**src/rtl/leaf_fifo_feeder.sv**
```systemverilog
// Write-side front end of the merger tree: slices a sorted stream into runs and deals them round-robin into per-leaf FWFT FIFOs.
// Optional run terminators (a 32'h0 word after each run) are enabled by defining LEAF_FEEDER_TERM_EN.
module leaf_fifo_feeder #(
  parameter int L       = 2,
  parameter int RUN_LEN = 4,
  parameter int DEPTH   = 8,
  localparam int NL     = 2 * L,
  localparam int SEL_W  = (NL > 1) ? $clog2(NL) : 1
) (
  input  logic                 i_clk,
  input  logic                 i_rst_n,
  input  logic [31:0]          i_data,
  input  logic                 i_valid,
  output logic                 o_ready,
  input  logic [NL-1:0]        i_fifo_read,
  output logic [32*NL-1:0]     o_fifo,
  output logic [NL-1:0]        o_fifo_empty,
  output logic [SEL_W-1:0]     o_leaf_sel,
  output logic                 o_run_done
);

  localparam int DATA_W = 32;
  localparam int PTR_W  = $clog2(DEPTH);
  localparam int CNT_W  = PTR_W + 1;
  localparam int RC_W   = (RUN_LEN > 1) ? $clog2(RUN_LEN) : 1;

`ifdef LEAF_FEEDER_TERM_EN
  typedef enum logic {ST_DATA, ST_TERM} state_t;
  state_t state_q, state_d;
`endif

  logic [SEL_W-1:0]  sel_q, sel_d;
  logic [RC_W-1:0]   wcnt_q, wcnt_d;
  logic              run_done_q, run_done_d;
  logic [NL-1:0]     primed_q, primed_d;
  logic [CNT_W-1:0]  cnt_q [NL];
  logic [CNT_W-1:0]  cnt_d [NL];
  logic [PTR_W-1:0]  wr_ptr_q [NL];
  logic [PTR_W-1:0]  wr_ptr_d [NL];
  logic [PTR_W-1:0]  rd_ptr_q [NL];
  logic [PTR_W-1:0]  rd_ptr_d [NL];
  logic [DATA_W-1:0] mem_q [NL][DEPTH];

  logic [NL-1:0]     full, empty, wr_en, rd_en;
  logic [DATA_W-1:0] wr_data;
  logic              write, accept, last_word, leaf_full;

  function automatic logic [SEL_W-1:0] next_leaf(input logic [SEL_W-1:0] s);
    return (s == SEL_W'(NL - 1)) ? '0 : s + SEL_W'(1);
  endfunction

  always_comb begin
    for (int k = 0; k < NL; k++) begin
      full[k]  = (cnt_q[k] == CNT_W'(DEPTH));
      empty[k] = (cnt_q[k] == '0);
    end
  end

  assign leaf_full = full[sel_q];
  assign last_word = (wcnt_q == RC_W'(RUN_LEN - 1));

  // Run sequencing: word counter, leaf selection and run-done pulse
`ifdef LEAF_FEEDER_TERM_EN
  always_comb begin
    state_d    = state_q;
    sel_d      = sel_q;
    wcnt_d     = wcnt_q;
    run_done_d = 1'b0;
    wr_data    = i_data;
    o_ready    = ~leaf_full & (state_q == ST_DATA);
    accept     = i_valid & o_ready;
    write      = accept;
    case (state_q)
      ST_DATA: begin
        if (accept) begin
          if (last_word) begin
            wcnt_d  = '0;
            state_d = ST_TERM;
          end else begin
            wcnt_d = wcnt_q + RC_W'(1);
          end
        end
      end
      ST_TERM: begin
        // The terminator waits for space in the same leaf the run went to
        if (!leaf_full) begin
          write      = 1'b1;
          wr_data    = '0;
          sel_d      = next_leaf(sel_q);
          run_done_d = 1'b1;
          state_d    = ST_DATA;
        end
      end
      default: state_d = ST_DATA;
    endcase
  end
`else
  always_comb begin
    sel_d      = sel_q;
    wcnt_d     = wcnt_q;
    run_done_d = 1'b0;
    wr_data    = i_data;
    o_ready    = ~leaf_full;
    accept     = i_valid & o_ready;
    write      = accept;
    if (accept) begin
      if (last_word) begin
        wcnt_d     = '0;
        sel_d      = next_leaf(sel_q);
        run_done_d = 1'b1;
      end else begin
        wcnt_d = wcnt_q + RC_W'(1);
      end
    end
  end
`endif

  // Per-leaf FIFO bookkeeping; reads on an empty leaf are dropped here
  always_comb begin
    o_fifo = '0;
    for (int k = 0; k < NL; k++) begin
      wr_en[k]    = write & (sel_q == SEL_W'(k));
      rd_en[k]    = i_fifo_read[k] & ~empty[k];
      cnt_d[k]    = cnt_q[k];
      wr_ptr_d[k] = wr_ptr_q[k];
      rd_ptr_d[k] = rd_ptr_q[k];
      primed_d[k] = primed_q[k] | wr_en[k];
      if (wr_en[k] && !rd_en[k]) begin
        cnt_d[k] = cnt_q[k] + CNT_W'(1);
      end else if (!wr_en[k] && rd_en[k]) begin
        cnt_d[k] = cnt_q[k] - CNT_W'(1);
      end
      if (wr_en[k]) begin
        wr_ptr_d[k] = wr_ptr_q[k] + PTR_W'(1);
      end
      if (rd_en[k]) begin
        rd_ptr_d[k] = rd_ptr_q[k] + PTR_W'(1);
      end
      // Storage is not reset, so a leaf shows zero until it is first written
      o_fifo[DATA_W*k +: DATA_W] = primed_q[k] ? mem_q[k][rd_ptr_q[k]] : '0;
    end
  end

  always_ff @(posedge i_clk) begin
    if (!i_rst_n) begin
      sel_q      <= '0;
      wcnt_q     <= '0;
      run_done_q <= 1'b0;
      primed_q   <= '0;
      for (int k = 0; k < NL; k++) begin
        cnt_q[k]    <= '0;
        wr_ptr_q[k] <= '0;
        rd_ptr_q[k] <= '0;
      end
`ifdef LEAF_FEEDER_TERM_EN
      state_q    <= ST_DATA;
`endif
    end else begin
      sel_q      <= sel_d;
      wcnt_q     <= wcnt_d;
      run_done_q <= run_done_d;
      primed_q   <= primed_d;
      for (int k = 0; k < NL; k++) begin
        cnt_q[k]    <= cnt_d[k];
        wr_ptr_q[k] <= wr_ptr_d[k];
        rd_ptr_q[k] <= rd_ptr_d[k];
      end
`ifdef LEAF_FEEDER_TERM_EN
      state_q    <= state_d;
`endif
    end
  end

  always_ff @(posedge i_clk) begin
    for (int k = 0; k < NL; k++) begin
      if (wr_en[k] && i_rst_n) begin
        mem_q[k][wr_ptr_q[k]] <= wr_data;
      end
    end
  end

  assign o_fifo_empty = empty;
  assign o_leaf_sel   = sel_q;
  assign o_run_done   = run_done_q;

endmodule

```
**config.mk**
```make
export PLATFORM = sky130hd
export DESIGN_NAME = leaf_fifo_feeder
export DESIGN_NICKNAME = d
export VERILOG_FILES = /design/src/rtl/leaf_fifo_feeder.sv
export SDC_FILE = /design/constraint.sdc
export NUM_CORES = 1
export LEC_CHECK = 0
export ABC_AREA = 1
export CAP_MARGIN = 40
export CORE_MARGIN = 5
export CORE_UTILIZATION = 60
export DETAILED_ROUTE_END_ITERATION = 10
export PLACE_DENSITY = 0.79
export SLEW_MARGIN = 0
export SYNTH_ARGS = -nofsm -noshare
export SYNTH_HDL_FRONTEND = slang
export SYNTH_SLANG_ARGS = --single-unit
```
**constraint.sdc**
```tcl
create_clock -name i_clk -period 6.4 [get_ports i_clk]
set_input_delay 0.96 -clock i_clk [delete_from_list [all_inputs] [get_ports i_clk]]
set_output_delay 0.96 -clock i_clk [all_outputs]
set_load 0.01 [all_outputs]
```
Word-level counts from Yosys, hierarchy flattened
Memories as Yosys holds them, arrays and structs flattened.
Index checks and enable logic that the tools add are counted.
{"block": "totals", "out_inout_bits": 136, "inputBits": 39, "regBits": 9, "mem_count": 4, "mem_bits_rw": 1064, "elab_cells": 195}
{"memory": "mem_q", "words": 4, "word_bits": 256, "read_ports": 4, "rd_ports_with_merged_regs": 0, "write_ports": 1, "line_no": "42", "rtl": "logic [DATA_W-1:0] mem_q [NL][DEPTH];"}
{"memory": "cnt_q", "words": 4, "word_bits": 4, "read_ports": 4, "rd_ports_with_merged_regs": 0, "write_ports": 4, "line_no": "36", "rtl": "logic [CNT_W-1:0] cnt_q [NL];"}
{"memory": "rd_ptr_q", "words": 4, "word_bits": 3, "read_ports": 4, "rd_ports_with_merged_regs": 0, "write_ports": 4, "line_no": "40", "rtl": "logic [PTR_W-1:0] rd_ptr_q [NL];"}
{"memory": "wr_ptr_q", "words": 4, "word_bits": 3, "read_ports": 4, "rd_ports_with_merged_regs": 0, "write_ports": 4, "line_no": "38", "rtl": "logic [PTR_W-1:0] wr_ptr_q [NL];"}
{"block": "classes", "bitwise_logic": 38, "n_addsub": 18, "n_mux": 76, "reduce_logical": 34, "order_cmp": 13, "eq_ne": 8}
{"op": "$mux W256", "n": 10}
{"op": "$reduce_or A256 Y1", "n": 3}
{"op": "$mux W32", "n": 16}
{"op": "$bmux W32 S3", "n": 4}
{"op": "$demux W32 S3", "n": 4}
{"op": "$mux W3", "n": 16}
{"op": "$mux W4", "n": 12}
{"op": "$ge A4 B4 Y1 const B", "n": 8}
{"op": "$not A3 Y4", "n": 8}
{"op": "$add A3 B1 Y3 const B", "n": 8}
{"op": "$add A4 B1 Y4 const B", "n": 4}
{"op": "$eq A4 B4 Y1 const B", "n": 4}
{"op": "$logic_and A1 B1 Y1", "n": 16}
{"op": "$logic_not A4 Y1", "n": 4}
{"op": "$lt A4 B1 Y1 const B", "n": 4}
{"op": "$or A1 B1 Y1", "n": 16}
{"op": "$sub A4 B1 Y4 const B", "n": 4}
{"op": "$mux W2", "n": 5}
{"op": "$and A1 B1 Y1", "n": 9}
{"op": "$logic_not A1 Y1", "n": 8}
{"op": "$mux W1", "n": 8}
{"op": "$eq A2 B2 Y1 const B", "n": 3}
{"op": "$not A1 Y1", "n": 5}
{"op": "$add A2 B1 Y2 const B", "n": 2}
{"op": "other kinds (5)", "n": 6}

Depth between registers and ports, before layout
Gate-level depths: netlist of run 1.
{"block": "depth", "word_depth": 13, "depth_mapped": 18, "mapped_depth_nobuf": 17}

Least setup slack after synthesis of run 1
OpenSTA, ideal clock, no wires.
{"block": "synth_timing", "path_type": "in2reg", "from": "in i_rst_n", "to": "mem mem_q[1][100] in the netlist's numbering (enable)", "path_buffers": 0, "cell_stages": 4, "path_slack_ps": 3275, "arrival_ps": 2703, "path_cell_list": "clkinv_1 > nor2_1 > nand2_1 > nor2_1"}
{"block": "synth_via", "elab_chain_len": 7}
{"item": "start, declared", "line_no": "11", "rtl": "input logic i_rst_n,"}
{"item": "$logic_and A1 B1 Y1", "line_no": "176", "rtl": "if (wr_en[k] && i_rst_n) begin"}
{"item": "$mux W1", "line_no": "176"}
{"item": "$mux W256 (implied by the code)", "line_no": "177", "rtl": "mem_q[k][wr_ptr_q[k]] <= wr_data;"}
{"item": "$reduce_or A256 Y1 (no source line)"}
{"item": "$mux W2 (no source line) / $mux W256 (equally long branches) (3 in a row)"}
{"item": "end, declared", "line_no": "42"}
Parallel ways exist; a longest one is shown, timed or not.

==> impl_metrics.yaml, run 1 <==
outcome:
  status: "complete, no violations"
global_routing:
  overflow: 0
  first_global_vias: 27300
  track_usage_pct: 26.16
  antenna_found_initial: 6
  grt_pass1_wl_mm: 158.3
  grt_max_degree: 81
sta:
  hold_viol: 0
  tightestPinTransition_ps: 884.9
  relSlewSlack_pct: 41.01
  finalWorstSetupSlack_ps: 1578
  skew_ps: 20.66
  fin_crit_sh_pct: 75.35
  max_freq_mhz: 207.4
  grt_setup_unrepaired: "false"
  setup_viol: 0
  finalMaxSlewViolations: 0
  period_needed_ps: 4822
  setup_tns_ps: 0
cts:
  cts_tree: "yes"
  ctsHoldBuffers: 0
  cts.clk_slew.worst_paths_ps: 60
  clk_latency_ps: 650
  clockBufferDepth: 3
  h-tree-depth: 3
  cts-root-buf: "clkbuf_16"
  cts_setup_buffers: 0
  cts_buffers: 100
  cts.sinks: 1073
  cts_resized: 0
synthesis:
  synth_ff_type: "edfxtp_1"
  yosysTopAreaCellShare_pct: 70.52
  yosys.area.top_type: "edfxtp_1"
  synthArstFlopShare_pct: 0
  synth_area_leaders: "edfxtp_1 71%, nor2_1 9.4%, o21ai_0 6.6%, dfxtp_1 2.2%, o32ai_2 1.9%"
  synthCells: 3479
  ys_seq_area_share_pct: 72.77
  synthTopCellsByCount: "1,091 x nor2_1, 1,024 x edfxtp_1, 579 x o21ai_0, 98 x clkbuf_1, 87 x o21ai_1"
  ys_warn_count: 0
  avgSynthCellArea_sq_um: 12.53
  synth_nets: 3547
  ys_types: 34
  synth_most_common_cell: "nor2_1"
  synth_edf_count: 1024
  synth-seq-cells: 1073
  netlist_area_sq_um: 43600
routing:
  antenna_left: 0
  wirelength_mm: 104.2
  drt-initial-drc-count: 3411
  via_count: 28100
  via_per_inst: 6.016
  dr_wl_met3_mm: 10.47
  wire_per_inst_microns: 22.31
  remaining_drc_errors: 0
  drtPass1Iterations: 6
  highest_layer: "met4"
  wl_met1_mm: 39.88
  wl_met2_mm: 49.98
cells_and_area:
  syn_to_final_growth_pct: 14.63
  multi_input_area_sq_um: 10560
  final-instance-count-excl-fill: 4671
  ff_latch_area_sq_um: 31760
  fin_area_sq_um: 49980
  drive_gt1_share_pct: 9.653
  finish.utilization_pct: 69.68
  num-fill-cells: 4670
  nNetsFinal: 3706
setup_path:
  worstSetupEndpointType: "primary output"
  reg2reg_to: "cnt_q[1][3]"
  r2r-start: "o_leaf_sel[0]"
  required_ps: 5440
  r2r_cells: 15
  worstSetupPathType: "register to primary output"
  r2r_slack_ps: 3370
  startpoint_type: "register"
  worstPathArrival_ps: 3860
  cp_max_fo: 53
  crit_end: "o_fifo[125]"
  critPathLaunch: "rd_ptr_q[3][0]"
floorplan:
  io_pins: 175
  die_h_microns: 279.6
  initial_utilization_pct: 60.79
  die_w_microns: 279.6
  core.rowCount: 98
  die_area_sq_um: 78160
  core_sq_um: 71730
power:
  peakVddDrop_mv: 0.2515
  leakage_nw: 16.60
  powerDensity_nw_per_um2: 358.2
placement:
  placed_cells: 4486
  dp_hpwl_mm: 58.34
  place_congestion: 0.7868
  place_worst_setup_slack_ps: 2339
  placed_area_sq_um: 46940
  portBuffers: 174
run:
  maxCapViolCount: 0
min_path:
  hold_class: "register to register"
-- worst max-delay path, stage by stage, from the launching register on --
cell,delay (ps)
dfxtp_4,710
clkinv_2,550
buf_12,350
buf_4,260
o21ai_0,210
o21ai_0,110
o21ai_0,350
nor2_1,140
clkdlybuf4s50_1,500
-- metrics by stage --
stage                     power (mW)  hold slack (ps)
after floorplan                11.29            457.2
after global routing           18.76            547.7
after detailed placement       12.42            498.4
after global placement         12.19            476.2
after CTS                      17.93            512.6
final                          17.90            516.4
-- sequential cells by signal (all words and copies together), names as in the netlist --
register	flops
mem_q	1024
cnt_q	16
rd_ptr_q	12
wr_ptr_q	12
primed_q	4
o_leaf_sel	2
wcnt_q	2
o_run_done	1
-- cell usage in the layout (no fill, tap or decap), types with 25 or more instances in the layout --
cell type,n
buf_4,63
clkbuf_1,29
clkbuf_16,102
clkdlybuf4s50_1,173
clkinv_1,26
dfxtp_1,41
edfxtp_1,1024
ha_1,25
inv_1,77
nand2_1,83
nand3_1,29
nor2_1,1075
nor2_4,33
o21ai_0,579
o21ai_1,87
o32ai_1,76
o32ai_2,52
-- final cells by class --
type	count	area share, %
clock buffers	133	5.379
diodes	2	0.01001
well taps	950	2.378
inverters	85	0.6584
multi-input cells	2104	21.14
clock inverters	50	0.6934
flip-flops and latches	1073	63.54
repair buffers	274	6.203
-- worst min-delay path by stage --
stage	start	end	slack, ps	cells after the start
floorplan	wcnt_q[1]	wcnt_q[1]	460	2
finish	cnt_q[2][0]	cnt_q[2][0]	520	1
CTS	wcnt_q[1]	wcnt_q[1]	510	2
global placement	wcnt_q[1]	wcnt_q[1]	480	2
detailed placement	wcnt_q[1]	wcnt_q[1]	500	2
global route	wcnt_q[1]	wcnt_q[1]	550	2
-- kinds of logic (layout without fill, tap and decap cells) --
family / after synthesis / count (layout) / synth area share, %
other: 0 / 2 / 0
AO/OA/AOI/OAI: 819 / 819 / 11.40
AND/OR/NAND/NOR: 1252 / 1252 / 11.39
XOR/XNOR: 4 / 4 / 0.08034
adder cells (fa/ha/maj): 29 / 29 / 0.9010
flip-flops: 1073 / 1073 / 72.77
buffers and inverters: 302 / 542 / 3.461
-- report_power, final --
part | switching [mW] | internal (mW)
registers | 0.377 | 7.84
logic | 2.63 | 1.50
clock network | 2.45 | 3.10
total | 5.46 | 12.4
-- routing by layer --
layer  up-vias  global-route usage [%]
met4         0                   10.22
met1     13730                   36.43
met3       223                   4.825
met5         -                       0
li1      12790                       -
met2      1362                   41.80
Note: power is estimated with default switching activity, not from simulation.
==> inputs of run 2 (changes only) <==
==> constraint.sdc (replaced) <==
create_clock -name i_clk -period 4.65 [get_ports i_clk]
set_input_delay 0.6975 -clock i_clk [delete_from_list [all_inputs] [get_ports i_clk]]
set_output_delay 0.6975 -clock i_clk [all_outputs]
set_load 0.01 [all_outputs]
==> impl_metrics.yaml, run 2 (synthesis results as in run 1) <==
outcome:
  status: "complete, no violations"
setup_path:
  worstSetupPathType: "register to primary output"
  worstPathArrival_ps: 3690
  r2r-start: "o_leaf_sel[0]"
  reg2reg_to: "mem_q[3][32]"
  worstSetupEndpointType: "primary output"
  cp_max_fo: 53
  startpoint_type: "register"
  r2r_slack_ps: 1560
  r2r_cells: 9
  required_ps: 3950
cts:
  cts.clk_slew.worst_paths_ps: 60
  cts_tree: "yes"
  ctsHoldBuffers: 0
  cts_resized: 0
  clockBufferDepth: 3
  cts_buffers: 102
  cts-root-buf: "clkbuf_16"
  clk_latency_ps: 650
  cts.sinks: 1073
  cts_setup_buffers: 0
  h-tree-depth: 3
power:
  leakage_nw: 16.65
  powerDensity_nw_per_um2: 502.6
  peakVddDrop_mv: 0.2980
placement:
  dp_hpwl_mm: 57.64
  portBuffers: 174
  place_congestion: 0.7972
sta:
  setup_tns_ps: 0
  tightestPinTransition_ps: 892.6
  fin_crit_sh_pct: 94.36
  relSlewSlack_pct: 40.35
  period_needed_ps: 4388
  grt_setup_unrepaired: "false"
  max_freq_mhz: 227.9
  finalMaxSlewViolations: 0
  hold_viol: 0
  skew_ps: 24.48
  setup_viol: 0
min_path:
  hold_class: "register to register"
  hold_depth: 2
  min_to: "wcnt_q[1]"
  hp-start: "wcnt_q[1]"
floorplan:
  die_area_sq_um: 78160
  io_pins: 175
  die_h_microns: 279.6
  core.rowCount: 98
  initial_utilization_pct: 60.79
  die_w_microns: 279.6
  core_sq_um: 71730
global_routing:
  antenna_found_initial: 2
  grt_pass1_wl_mm: 159.3
  overflow: 0
  first_global_vias: 27560
  grt_max_degree: 87
  track_usage_pct: 26.36
routing:
  via_per_inst: 6.024
  via_count: 28290
  wirelength_mm: 105.2
  wire_per_inst_microns: 22.41
  antenna_left: 0
  remaining_drc_errors: 0
  drt-initial-drc-count: 3257
  drtPass1Iterations: 6
cells_and_area:
  drive_gt1_share_pct: 10.32
  nNetsFinal: 3723
  syn_to_final_growth_pct: 14.40
  largest_reg_flops: 1024
  layout_common_cells: "1,075 x nor2_1, 1,024 x edfxtp_1, 579 x o21ai_0"
  final_common_cell: "nor2_1"
  finish.utilization_pct: 69.54
run:
  maxCapViolCount: 0
run 2: changes by cell type in the layout (fill, tap and decap cells not counted), moves of 3 or more:
cell / delta
buf_4: +36
buf_16: -17
buf_12: -7
clkinv_1: -5
buf_8: +3
bufinv_16: +3
run 2: how the worst max path moves through the flow:
stage / from / end / cells past startpoint
after global placement: rd_ptr_q[1][0] / o_fifo[40] / 7
after CTS: rd_ptr_q[1][0] / o_fifo[38] / 7
final: rd_ptr_q[1][0] / o_fifo[38] / 7
after detailed placement: rd_ptr_q[1][0] / o_fifo[38] / 7
after floorplan: o_leaf_sel[0] / mem_q[3][0] / 8
after global routing: rd_ptr_q[1][0] / o_fifo[38] / 7
run 2: layer usage:
layer | global-route usage, % | up-vias | wire [microns]
li1 | - | 12820 | -
met1 | 36.76 | 13860 | 41000
met2 | 43.19 | 1399 | 51400
met3 | 4.450 | 208 | 9891
met4 | 8.630 | 0 | 2939
met5 | 0 | - | 0
run 2: per-stage QoR:
| stage | std cells | area [sq um] | setup slack, ps | total power, mW | hold slack [ps] |
|---|---|---|---|---|---|
| floorplan | 3479 | 43600 | 1765 | 15.54 | 457.2 |
| global placement | 4495 | 46520 | 1075 | 16.92 | 474.2 |
| detailed placement | 4501 | 46650 | 946.4 | 17.15 | 498.8 |
| CTS | 4692 | 49870 | 244.7 | 25.12 | 506.8 |
| global route | 4693 | 49880 | 5.492 | 26.27 | 542.8 |
| finish | 4695 | 49880 | 262.0 | 25.07 | 501.4 |
run 2: critical path: stages, from the launching register on:
cell	delay [ps]
dfxtp_4	720
clkinv_2	740
buf_4	500
o21ai_0	240
o21ai_0	120
o21ai_1	130
nor2_1	70
clkdlybuf4s50_1	490
run 2: report_power, final:
group	switching (mW)	total, mW	internal (mW)	leakage, nW
registers	0.433	11.2	10.8	9.62
logic	3.73	5.85	2.12	5.45
clock network	3.43	8.00	4.57	1.58
total	7.59	25.1	17.5	16.7
run 2: area by class of cell:
| cell class | count | area (sq um) |
|---|---|---|
| Timing Repair Buffer | 289 | 2808 |
| Fill cell | 4667 | 21850 |
| Tap cell | 950 | 1189 |
| Clock buffer | 138 | 2770 |
| Clock inverter | 53 | 454.2 |
| Inverter | 85 | 329.1 |
| Antenna cell | 3 | 7.507 |
| Sequential cell | 1073 | 31760 |
| Multi-Input combinational cell | 2104 | 10560 |
